--- config.mk ---
export PLATFORM = sky130hd
export DESIGN_NAME = cmprs_frame_sync_mchn
export DESIGN_NICKNAME = d
export VERILOG_FILES = /design/src/rtl/cmprs_frame_sync_mchn.sv
export SDC_FILE = /design/constraint.sdc
export NUM_CORES = 1
export LEC_CHECK = 0
export CORE_AREA = 2 2 136 138
export DETAILED_ROUTE_END_ITERATION = 10
export DIE_AREA = 0 0 138 140
export DONT_BUFFER_PORTS = 1
export GPL_ROUTABILITY_DRIVEN = 0
export PLACE_DENSITY_LB_ADDON = 0.2
export RECOVER_POWER = 50
export SLEW_MARGIN = 20
export SYNTH_ARGS = -nofsm -noshare
export SYNTH_HDL_FRONTEND = slang
export SYNTH_SLANG_ARGS = --single-unit
--- constraint.sdc ---
create_clock -name mclk -period 2.75 [get_ports mclk]
set_input_delay 0.4125 -clock mclk [delete_from_list [all_inputs] [get_ports mclk]]
set_output_delay 0.4125 -clock mclk [all_outputs]
set_load 0.005 [all_outputs]
--- src/rtl/cmprs_frame_sync_mchn.sv ---
// cmprs_frame_sync_mchn: per-channel frame synchroniser between the sensor
// (source) and compressor (destination) memory channels. Each channel
// generates compressor frame starts, throttles compressor reads behind the
// source, flags broken/aborted frames for a flush, keeps the compressor alive
// through shutdown and counts broken frames. Channels are fully independent.
module cmprs_frame_sync_mchn #(
    parameter int NUM_CHN            = 4,
    parameter int FRAME_HEIGHT_BITS  = 16,
    parameter int LAST_FRAME_BITS    = 16,
    parameter int LINE_MARGIN        = 2,
    parameter int CMPRS_TIMEOUT_BITS = 12,
    parameter int CMPRS_TIMEOUT      = 1000,
    parameter int BROKEN_CNT_BITS    = 8
) (
    input  logic                                   mclk,
    input  logic                                   mrst,
    input  logic [NUM_CHN-1:0]                     cmprs_en,
    input  logic [NUM_CHN-1:0]                     cmprs_run,
    input  logic [NUM_CHN-1:0]                     cmprs_standalone,
    input  logic [NUM_CHN-1:0]                     single_frame_buf,
    input  logic [NUM_CHN-1:0]                     vsync_late,
    input  logic [NUM_CHN-1:0]                     frame_started,
    input  logic [NUM_CHN*FRAME_HEIGHT_BITS-1:0]   line_unfinished_src,
    input  logic [NUM_CHN*LAST_FRAME_BITS-1:0]     frame_number_src,
    input  logic [NUM_CHN-1:0]                     frame_done_src,
    input  logic [NUM_CHN*FRAME_HEIGHT_BITS-1:0]   line_unfinished,
    input  logic [NUM_CHN*LAST_FRAME_BITS-1:0]     frame_number,
    input  logic [NUM_CHN-1:0]                     frame_done,
    input  logic [NUM_CHN-1:0]                     stuffer_running,
    output logic [NUM_CHN-1:0]                     cmprs_en_extend,
    output logic [NUM_CHN-1:0]                     frame_start_dst,
    output logic [NUM_CHN-1:0]                     suspend,
    output logic [NUM_CHN-1:0]                     force_flush_long,
    output logic [NUM_CHN-1:0]                     reading_frame,
    output logic [NUM_CHN*BROKEN_CNT_BITS-1:0]     broken_cnt
);
    typedef enum logic [1:0] {ST_OFF, ST_IDLE, ST_READ, ST_DRAIN} state_t;

    localparam int FHB = FRAME_HEIGHT_BITS;
    localparam int LFB = LAST_FRAME_BITS;
    localparam int BCB = BROKEN_CNT_BITS;
    localparam int CTB = CMPRS_TIMEOUT_BITS;
    localparam logic [CTB-1:0] TIMEOUT_LOAD = CTB'(CMPRS_TIMEOUT);
    // One extra bit so that dst_line + margin never wraps around
    localparam logic [FHB:0]   MARGIN       = (FHB+1)'(LINE_MARGIN);

    // Saturating increment for the broken-frame counter
    function automatic logic [BCB-1:0] sat_inc(input logic [BCB-1:0] v);
        return (&v) ? v : v + BCB'(1);
    endfunction

    for (genvar c = 0; c < NUM_CHN; c++) begin : g_chn
        logic           en, run, standalone, sfb, vsync, started;
        logic           done_src, done, stuffer;
        logic [FHB-1:0] line_src, line_dst;
        logic [LFB-1:0] fnum_src, fnum_dst;

        assign en         = cmprs_en[c];
        assign run        = cmprs_run[c];
        assign standalone = cmprs_standalone[c];
        assign sfb        = single_frame_buf[c];
        assign vsync      = vsync_late[c];
        assign started    = frame_started[c];
        assign done_src   = frame_done_src[c];
        assign done       = frame_done[c];
        assign stuffer    = stuffer_running[c];
        assign line_src   = line_unfinished_src[c*FHB +: FHB];
        assign line_dst   = line_unfinished[c*FHB +: FHB];
        assign fnum_src   = frame_number_src[c*LFB +: LFB];
        assign fnum_dst   = frame_number[c*LFB +: LFB];

        state_t         state;
        logic           en_ext_r, reading_r, en_p1, bonded, frames_differ;
        logic           start_r, suspend_r, flush_req_p1, flush_r;
        logic [CTB-1:0] timeout;
        logic [BCB-1:0] broken_r;

        logic brk, abort, src_ahead, line_ok, flush_clr;

        // A new source frame arriving while the compressor still reads the old one
        assign brk       = en & run & vsync & reading_r;
        // Enable dropped while the stuffer is still busy with a frame
        assign abort     = en_p1 & ~en & stuffer;
        assign src_ahead = sfb ? frames_differ : (fnum_src != fnum_dst);
        assign line_ok   = {1'b0, line_src} > ({1'b0, line_dst} + MARGIN);
        assign flush_clr = ~stuffer | (state == ST_OFF);

        // Channel FSM with registered enable-extend and reading outputs
        always_ff @(posedge mclk) begin
            if (mrst) begin
                state     <= ST_OFF;
                en_ext_r  <= 1'b0;
                reading_r <= 1'b0;
            end else begin
                case (state)
                    ST_OFF: begin
                        if (en) begin
                            state    <= ST_IDLE;
                            en_ext_r <= 1'b1;
                        end
                    end
                    ST_IDLE: begin
                        if (!en) begin
                            state <= ST_DRAIN;
                        end else if (started) begin
                            state     <= ST_READ;
                            reading_r <= 1'b1;
                        end
                    end
                    ST_READ: begin
                        if (!en) begin
                            state     <= ST_DRAIN;
                            reading_r <= 1'b0;
                        end else if (done || (run && vsync)) begin
                            state     <= ST_IDLE;
                            reading_r <= 1'b0;
                        end
                    end
                    ST_DRAIN: begin
                        if (en) begin
                            state <= ST_IDLE;
                        end else if (!stuffer || (timeout == '0)) begin
                            state    <= ST_OFF;
                            en_ext_r <= 1'b0;
                        end
                    end
                    default: begin
                        state     <= ST_OFF;
                        en_ext_r  <= 1'b0;
                        reading_r <= 1'b0;
                    end
                endcase
            end
        end

        // Shutdown timeout: armed while enabled, counts down while draining
        always_ff @(posedge mclk) begin
            if (mrst) begin
                timeout <= '0;
            end else if (en) begin
                timeout <= TIMEOUT_LOAD;
            end else if (state == ST_OFF) begin
                timeout <= '0;
            end else if ((state == ST_DRAIN) && (timeout != '0)) begin
                timeout <= timeout - CTB'(1);
            end
        end

        // Enable history, bonded-mode flag and source-frame-ahead flag
        always_ff @(posedge mclk) begin
            if (mrst) begin
                en_p1         <= 1'b0;
                bonded        <= 1'b0;
                frames_differ <= 1'b0;
            end else begin
                en_p1 <= en;
                if (!en)             bonded <= 1'b0;
                else if (run)        bonded <= 1'b1;
                else if (standalone) bonded <= 1'b0;
                if (!en || !run || vsync) frames_differ <= 1'b0;
                else if (done_src)        frames_differ <= 1'b1;
            end
        end

        // Compressor frame trigger and read throttling
        always_ff @(posedge mclk) begin
            if (mrst) begin
                start_r   <= 1'b0;
                suspend_r <= 1'b0;
            end else begin
                start_r   <= en & (run ? (vsync & ~reading_r) : standalone);
                suspend_r <= en & bonded & ~(src_ahead | line_ok);
            end
        end

        // p0 -> p1: broken/aborted event captured; p1 -> p2: flush level updated
        always_ff @(posedge mclk) begin
            if (mrst) begin
                flush_req_p1 <= 1'b0;
                flush_r      <= 1'b0;
            end else begin
                flush_req_p1 <= brk | abort;
                if (flush_clr)         flush_r <= 1'b0;
                else if (flush_req_p1) flush_r <= 1'b1;
            end
        end

        // Broken-frame counter, restarted whenever the channel is re-enabled
        always_ff @(posedge mclk) begin
            if (mrst) begin
                broken_r <= '0;
            end else if (en && !en_p1) begin
                broken_r <= '0;
            end else if (brk) begin
                broken_r <= sat_inc(broken_r);
            end
        end

        assign cmprs_en_extend[c]          = en_ext_r;
        assign frame_start_dst[c]          = start_r;
        assign suspend[c]                  = suspend_r;
        assign force_flush_long[c]         = flush_r;
        assign reading_frame[c]            = reading_r;
        assign broken_cnt[c*BCB +: BCB]    = broken_r;
    end

endmodule

==> results.toml, run 1 <==
[setup_path]
crit_type = "reg -> reg"
crit_fanout = 8
end_kind = "register"
worstPathRequired_ns = 3.09
crit_arrival_ns = 2.56
cp-start-kind = "register"

[layout]
diodes = 0
top_regs = "g_chn.timeout (48), g_chn.broken_r (32), g_chn.state (8)"
fill_cells = 1736
nets = 1458
final_common_cell = "dfxtp_1"
regMostFlops = "g_chn.timeout"
drive_gt1_frac = 0.04823
largest_reg_flops = 48
synthToLayoutAreaGrowth_pct = 7.404
layout_common_cells = "dfxtp_1 (124), nor2_1 (119), xnor2_1 (100), nand2_1 (86), ha_1 (76)"

[grt]
grt_pass1_wl_mm = 34.75
grt_max_degree = 47
grt_pass1_vias = 7425
grt_usage = 0.2146
antenna_found_initial = 0
grt_overflow = 0

[worst_hold_path]
hold_class = "in -> reg"

[drt]
wl_per_cell_um = 16.13
first_pass_iters = 5
vias_per_cell = 5.760
dr_total_vias = 7649
drt_wl_total_mm = 21.42
postRouteAntennaNets = 0
drt_iter0_drc = 391
drc = 0

[clocking]
clkTransAtPathRegs_ns = 0.05
root_buffer = "clkbuf_16"
cts_resized = 0
postCtsSetupRepairBufs = 0
cts_tree = "yes"
clockBufferDepth = 2
worstSkewPairLatency_ns = 0.41
cts_hold_repair.buffers = 0
cts_sinks = 124
ctsHtreeMaxLevel = 4
cts_made_buffers = 17

[timing]
worst_slew_pin_slew_ns = 0.9939
setup_tns_ns = 0
finalMaxSlewViolations = 0
fin_crit_sh = 0.8050
rsz0062_at_grt = "no"
finalSetupViolations = 0
setup_ws_ns = 0.5362
maxSlewHeadroom = 0.3304
fmax_mhz = 451.7
fin_skew_ns = 0.009106
hold_viol_final = 0
fin_crit_ns = 2.214

[placement]
dpl.hpwl_mm = 17.20
io_buffers = 0
pre_cts_ws_ns = 0.1097

[die]
die_area_um2 = 19320
core_region_area_um2 = 17780
rows = 49
fp.dieH_um = 140
die-width_um = 138
start_util = 0.4971
ios = 346

[synthesis]
async_flop_share = 0
synth-warning-count = 0
synthCells = 1104
synth_area_um2 = 8838
synthesis.nets = 1474
synth_enable_flop_cells = 0
synth_flop_cell = "dfxtp_1"
synth_seq_cells = 124
synth_top_area_share = 0.2809
yosys-top-cells-area = "dfxtp_1 (28%), ha_1 (11%), xnor2_1 (9.9%), xor2_1 (5.7%), nor2_1 (5.1%)"
avgSynthCellArea_um2 = 8.006
ys_types = 66
ys_seq_area_frac = 0.2809
yosys.area.top_type = "dfxtp_1"

[power_and_ir_drop]
vdd_drop_max_v = 0.0003623
swShare = 0.2573
internal_power_mw = 3.534
p_seq_frac = 0.409
powerDensity_nw_per_um2 = 501.2
power_switching_mw = 1.224
p_leak_nw = 3.430
combPwrFrac = 0.152
p_clk_frac = 0.439
total_power_mw = 4.758

[outcome]
status = "completed"

[run]
max-cap-violations = 0
[worst max-delay path, cell delays in order, from the launching register on]
cell and delay [ns]:
dfxtp_1 0.36, or4_1 0.59, nor4_2 0.56, nand3b_1 0.19
mux2_2 0.33, a21oi_1 0.12
[per-layer routing]
metal,share of wire,GRT usage,wire [µm]
met5,0,0,0
met4,0.025,0.08217,532
met3,0.059,0.05368,1266
met2,0.49,0.3791,10590
met1,0.42,0.2510,9032
[final cells by class]
type	instances	area [µm²]	area share
clock buffers	23	488.0	0.05140
well taps	229	286.5	0.03018
flip-flops and latches	124	2482	0.2615
repair buffers	7	48.80	0.005140
multi-input cells	889	5938	0.6255
clock inverters	7	65.06	0.006854
inverters	49	183.9	0.01938
[per-stage QoR]
stage / utilization / instances / area, µm² / hold WS [ns]
after floorplan: - / 1104 / 8838 / 0.4367
after global placement: 0.5030 / 1298 / 8944 / 0.4371
after detailed placement: 0.5030 / 1298 / 8944 / 0.4473
after CTS: 0.5341 / 1328 / 9497 / 0.04980
after global routing: 0.5339 / 1328 / 9493 / 0.05162
final: 0.5339 / 1328 / 9493 / 0.06818
[power by group through the flow]
stage / logic [mW] / clock network, mW / registers (mW)
final: 0.725 / 2.09 / 1.94
after CTS: 0.727 / 2.14 / 1.94
after global routing: 0.829 / 2.21 / 1.96
after global placement: 0.711 / 0 / 1.98
after floorplan: 0.645 / 0 / 1.94
after detailed placement: 0.719 / 0 / 1.98
[Yosys cell counts, types with 18 or more instances]
| master | n |
|---|---|
| buf_4 | 20 |
| nand3_1 | 68 |
| clkbuf_1 | 18 |
| inv_1 | 48 |
| xnor2_1 | 100 |
| dfxtp_1 | 124 |
| xor2_1 | 58 |
| ha_1 | 76 |
| a21oi_1 | 57 |
| nand4_1 | 47 |
| nor3_1 | 37 |
| o21ai_0 | 41 |
| nand2_1 | 86 |
| nor2_1 | 119 |
[final timing paths]
check	endpoint	startpoint	cells past startpoint	slack (ns)
setup / recovery	g_chn[2].timeout[5]	g_chn[2].timeout[7]	5	0.54
hold / removal	g_chn[2].timeout[3]	mrst	1	0.07
hold reg to reg	g_chn[3].flush_req_p1	g_chn[3].en_p1	2	0.45
setup reg to reg	g_chn[2].timeout[5]	g_chn[2].timeout[7]	5	0.54
[cell families (layout without fill, tap and decap cells)]
kind of cell             Yosys count  in the layout  synth area share
buffers and inverters             91             86           0.04728
multiplexers                      10             10           0.01203
AND/OR/NAND/NOR                  453            453            0.2574
XOR/XNOR                         158            158            0.1566
AO/OA/AOI/OAI                    192            192            0.1383
flip-flops                       124            124            0.2809
adder cells (fa/ha/maj)           76             76            0.1076
Power figures use the tool's default switching activity.
==> inputs of run 2 (changes only) <==
Clock period 2.75 ns to 2.2 ns, I/O delays scaled along.
==> results.toml, run 2 (synthesis results as in run 1) <==
[grt]
grt_pass1_vias = 7473
grt_pass1_wl_mm = 34.81
antenna_found_initial = 0
grt_use_met2 = 0.3945
grt_use_met1 = 0.2400
grt_use_met3 = 0.04991
grt_overflow = 0
grt_usage = 0.2166
grt_busiest_layer = "met2"
grt_max_degree = 36

[clocking]
clkTransAtPathRegs_ns = 0.06
postCtsSetupRepairBufs = 0
ctsHtreeMaxLevel = 4
cts_tree = "yes"
cts_sinks = 124
clockBufferDepth = 2
cts_made_buffers = 17
worstSkewPairLatency_ns = 0.41
root_buffer = "clkbuf_16"

[setup_path]
crit_type = "reg -> reg"
crit_arrival_ns = 2.44
cp-start-kind = "register"
end_kind = "register"
slowest_stage = "or4_1"
crit_fanout = 5
slowest_delay_ns = 0.57
crit_chain = "or4_1 > nor4_2 > nand3b_1 > mux2_2 > a21oi_1"
worstPathRequired_ns = 2.54

[power_and_ir_drop]
powerDensity_nw_per_um2 = 622.8
vdd_drop_max_v = 0.0005241
p_leak_nw = 3.611

[drt]
postRouteAntennaNets = 0
drt_wl_total_mm = 21.69
wl_per_cell_um = 15.84
first_pass_iters = 5
dr_total_vias = 7827
drt_iter0_drc = 361
vias_per_cell = 5.717
drc = 0

[placement]
dpl.hpwl_mm = 17.44
io_buffers = 0
dpl.cell_count = 1330

[timing]
hold_viol_final = 0
fin_skew_ns = 0.005553
rsz0062_at_grt = "no"
finalSetupViolations = 0
maxSlewHeadroom = 0.5395
hold_ws_ns = 0.01778
fin_crit_ns = 2.098
fmax_mhz = 476.7
fin_crit_sh = 0.9536
finalMaxSlewViolations = 0
worst_slew_pin_slew_ns = 0.6861

[outcome]
status = "completed"

[layout]
synthToLayoutAreaGrowth_pct = 11.76
regMostFlops = "g_chn.timeout"
largest_reg_flops = 48
fill_cells = 1677
layout_common_cells = "dfxtp_1 (124), nor2_1 (116), xnor2_1 (100), nand2_1 (86), ha_1 (76)"
nets = 1496
stdcell_count = 1369
finish.utilization = 0.5556
final_common_cell = "dfxtp_1"
top_regs = "g_chn.timeout (48), g_chn.broken_r (32), g_chn.state (8)"
drive_gt1_frac = 0.07989

[die]
fp.dieH_um = 140
core_region_area_um2 = 17780
die-width_um = 138
rows = 49
start_util = 0.4971
ios = 346
die_area_um2 = 19320

[run]
max-cap-violations = 0

[worst_hold_path]
hold_class = "in -> reg"
run 2: changes by cell type in the layout (fill, tap and decap cells not counted), moves of 2 or more:
| cell | before | now |
|---|---|---|
| a2111oi_0 | 2 | 0 |
| a2111oi_1 | 0 | 2 |
| buf_4 | 6 | 33 |
| clkbuf_1 | 3 | 7 |
| clkinvlp_4 | 2 | 4 |
| dlygate4sd3_1 | 0 | 5 |
| nand3_1 | 68 | 66 |
| nand3_2 | 0 | 2 |
| nor2_1 | 119 | 116 |
| nor2_2 | 0 | 2 |
| o21ai_0 | 42 | 40 |
| o21ai_1 | 3 | 5 |
| or2_0 | 0 | 2 |
| or2_2 | 5 | 3 |
run 2: power breakdown:
group | total, mW | switching, mW | internal (mW) | leakage, nW
Clock | 2.76 | 0.981 | 1.78 | 0.284
Combinational | 0.967 | 0.498 | 0.469 | 2.32
Sequential | 2.42 | 0.0912 | 2.33 | 1.01
Total | 6.15 | 1.57 | 4.58 | 3.61
run 2: path summary, 6_finish.rpt:
check	start	endpoint	slack, ns	cells after the start
hold reg to reg	g_chn[3].en_p1	g_chn[3].flush_req_p1	0.46	2
setup / recovery	g_chn[2].timeout[7]	g_chn[2].timeout[5]	0.10	5
hold / removal	mrst	g_chn[0].timeout[6]	0.02	1
setup reg to reg	g_chn[2].timeout[7]	g_chn[2].timeout[5]	0.10	5
run 2: per-stage QoR:
stage	setup TNS [ns]	setup WS (ns)	area (µm²)	power [mW]
after floorplan	-0.03935	-0.03935	8879	3.237
after detailed placement	-0.4702	-0.1685	9224	3.414
after global routing	0	0.01253	9876	6.470
final	0	0.1022	9878	6.152
after CTS	0	0.1038	9892	6.225
after global placement	-0.2983	-0.1244	9224	3.405
run 2: routing by layer:
layer,routed length [µm],vias to the layer above
met5,0,-
met4,722,0
met2,10960,233
li1,-,4013
met3,1240,45
met1,8766,3536
run 2: what timing repair did:
action	4_1_cts	5_1_grt
hold buffers	6	0
hold endpoints to repair	39	0
setup endpoints to repair	0	3
resized for setup	0	3
run 2: cell type report:
| cell class | instances | area [µm²] | area share |
|---|---|---|---|
| tap | 229 | 286.5 | 0.02901 |
| sequential | 124 | 2482 | 0.2513 |
| clock inverter | 10 | 113.9 | 0.01153 |
| multi-input combinational | 889 | 5984 | 0.6058 |
| inverter | 49 | 183.9 | 0.01862 |
| timing repair buffer | 45 | 340.3 | 0.03445 |
| clock buffer | 22 | 484.2 | 0.04902 |
| antenna | 1 | 2.502 | 0.0002533 |
run 2: worst max-delay path: cells and delay by family (launching register included):
| family | cells | cell delay [ns] |
|---|---|---|
| and+or+nand+nor | 3 | 1.25 |
| AOI/OAI and AO/OA | 1 | 0.14 |
| muxes | 1 | 0.33 |
| DFF | 1 | 0.31 |
==> inputs of run 3 (changes only) <==
Settings changed: CTS_CLUSTER_DIAMETER from default to 80.
==> results of run 3 <==
The final DEF is identical to that of run 2; final timing and power are the same.
==> variant (flow settings as in run 3) <==
`CMPRS_TIMEOUT`: 1000 -> 512.
--- a/src/rtl/cmprs_frame_sync_mchn.sv
+++ b/src/rtl/cmprs_frame_sync_mchn.sv
@@ -9,7 +9,7 @@
     parameter int LAST_FRAME_BITS    = 16,
     parameter int LINE_MARGIN        = 2,
     parameter int CMPRS_TIMEOUT_BITS = 12,
-    parameter int CMPRS_TIMEOUT      = 1000,
+    parameter int CMPRS_TIMEOUT      = 512,
     parameter int BROKEN_CNT_BITS    = 8
 ) (
     input  logic                                   mclk,
Behaviour: same outputs for any inputs over 4 cycles, from zero or initial values and one cycle with mrst high; that may be too few to reach the edited logic, so the function may still have changed.
==> variant against run 3 <==
  * Sequential cell count is the same
  * Fmax grew 8.1%
  * Synthesized area shrank 1.1%
  * Non-clock buffer count is the same
  * Combinational power shrank 21%
  * Cell count shrank 2.3%
  * Routed wire length grew 2.5%
  * Setup slack gained 0.16 ns
  * Critical endpoint is now g_chn[0].timeout[4]
  * Power shrank 1.8%
  * Final area shrank 1.5%
  * Highest routed layer unchanged
  * Largest power group unchanged
==> variant: results (changes against run 3) <==
metric;value;unit;change
status;completed;;unchanged
antenna violations before repair;0;;unchanged
Placement Cell Area;9070;um2;was 9220 um2
M1 WL;8.38;mm;was 8.77 mm
CTS Hold Bufs;5;;was 6
GRT met3 Usage;7.01;%;was 4.99%
Setup Skew;0.00640;ns;was 0.00555 ns
pre-CTS setup slack;-0.153;ns;was -0.169 ns
worst reg-to-reg setup slack;0.26;ns;was 0.10 ns
Worst Setup EP;g_chn[0].timeout[4];;was g_chn[2].timeout[5]
syn_area_per_cell;8.16;um2;was 8.01 um2
top sig layer;met4;;unchanged
CP Data Arrival Time;2.23;ns;was 2.44 ns
Post-DP HPWL;18.3;mm;was 17.4 mm
Reg-to-Reg End;g_chn[0].timeout[4];;was g_chn[2].timeout[5]
met1 usage;23.8;%;was 24.0%
fin cells;1338;;was 1369
fin nets;1466;;was 1496
Worst path slowest cell;or4_4;;was or4_1
area share of xor/xnor cells in the synthesized design;17.4;%;was 15.7%
sw frac;24.1;%;was 25.5%
largest net degree at the start of global routing;22;;was 36
slowest stage delay, CP;0.59;ns;was 0.57 ns
WHS;0.0270;ns;was 0.0178 ns
first-pass GRT wire length;35.4;mm;was 34.8 mm
synthesized net count;1442;;was 1474
Adder-Cell Fraction of Synth Area;11.0;%;was 10.8%
layout cells sized above 1;7.31;%;was 7.99%
commonest cells in the synthesized netlist;nor2_1, dfxtp_1, xor2_1;;was dfxtp_1, nor2_1, xnor2_1
drt via density;5.66;;was 5.72
vias in the first global route;7292;;was 7473
maximum VDD drop;0.530;mV;was 0.524 mV
fill cell count;1665;;was 1677
proportion of synthesized area in mux cells;1.12;%;was 1.20%
hold endpoint;g_chn[1].timeout[9];;was g_chn[0].timeout[6]
crit-path max FO;7;;was 5
drt initial violations;257;;was 361
GR Util met2;42.4;%;was 39.4%
Seq/Total Area, Yosys;28.4;%;was 28.1%
dominant cells by area after synthesis;dfxtp_1, ha_1, xor2_1, xnor2_1, nor2_1;;was dfxtp_1, ha_1, xnor2_1, xor2_1, nor2_1
Netlist cell types;63;;was 66
DR WL met3;1.60;mm;was 1.24 mm
P_leak;3.65;nW;was 3.61 nW
GRT Util Overall;22.5;%;was 21.7%
worst-margin pin slew;1.02;ns;was 0.686 ns
CP Launch Type;flop;;unchanged
Total Wirelength;22.2;mm;was 21.7 mm
Synth Area in Compound Gates;10.4;%;was 13.8%
Critical R2R Launch;g_chn[0].timeout[6];;was g_chn[2].timeout[7]
## variant: cell types whose count changed after synthesis, sizes merged, moves of 6 or more
cell     change
a2111oi      +6
xor2        +31
nor4        +10
or3          +6
xnor2       -15
o21ai       -13
a21oi        -6
nor2        +14
a31oi       -12
nor3         +9
a311oi       -6
nand3       -15
nand2       -17
## variant: area by class of cell
type | instances | share of cell area [%]
Clock inverter | 8 | 1.34
Multi-Input combinational cell | 862 | 60.0
Sequential cell | 124 | 25.5
Clock buffer | 24 | 5.05
Antenna cell | 1 | 0.0257
Inverter | 45 | 1.74
Tap cell | 229 | 2.94
Timing Repair Buffer | 45 | 3.41
## variant: power by group through the flow
| stage | Sequential, mW | Combinational, mW | Clock [mW] |
|---|---|---|---|
| after global routing | 2.37 | 0.889 | 3.08 |
| after CTS | 2.36 | 0.773 | 2.98 |
| after global placement | 2.41 | 0.742 | 0 |
| after detailed placement | 2.41 | 0.751 | 0 |
| final | 2.36 | 0.764 | 2.92 |
| after floorplan | 2.37 | 0.660 | 0 |
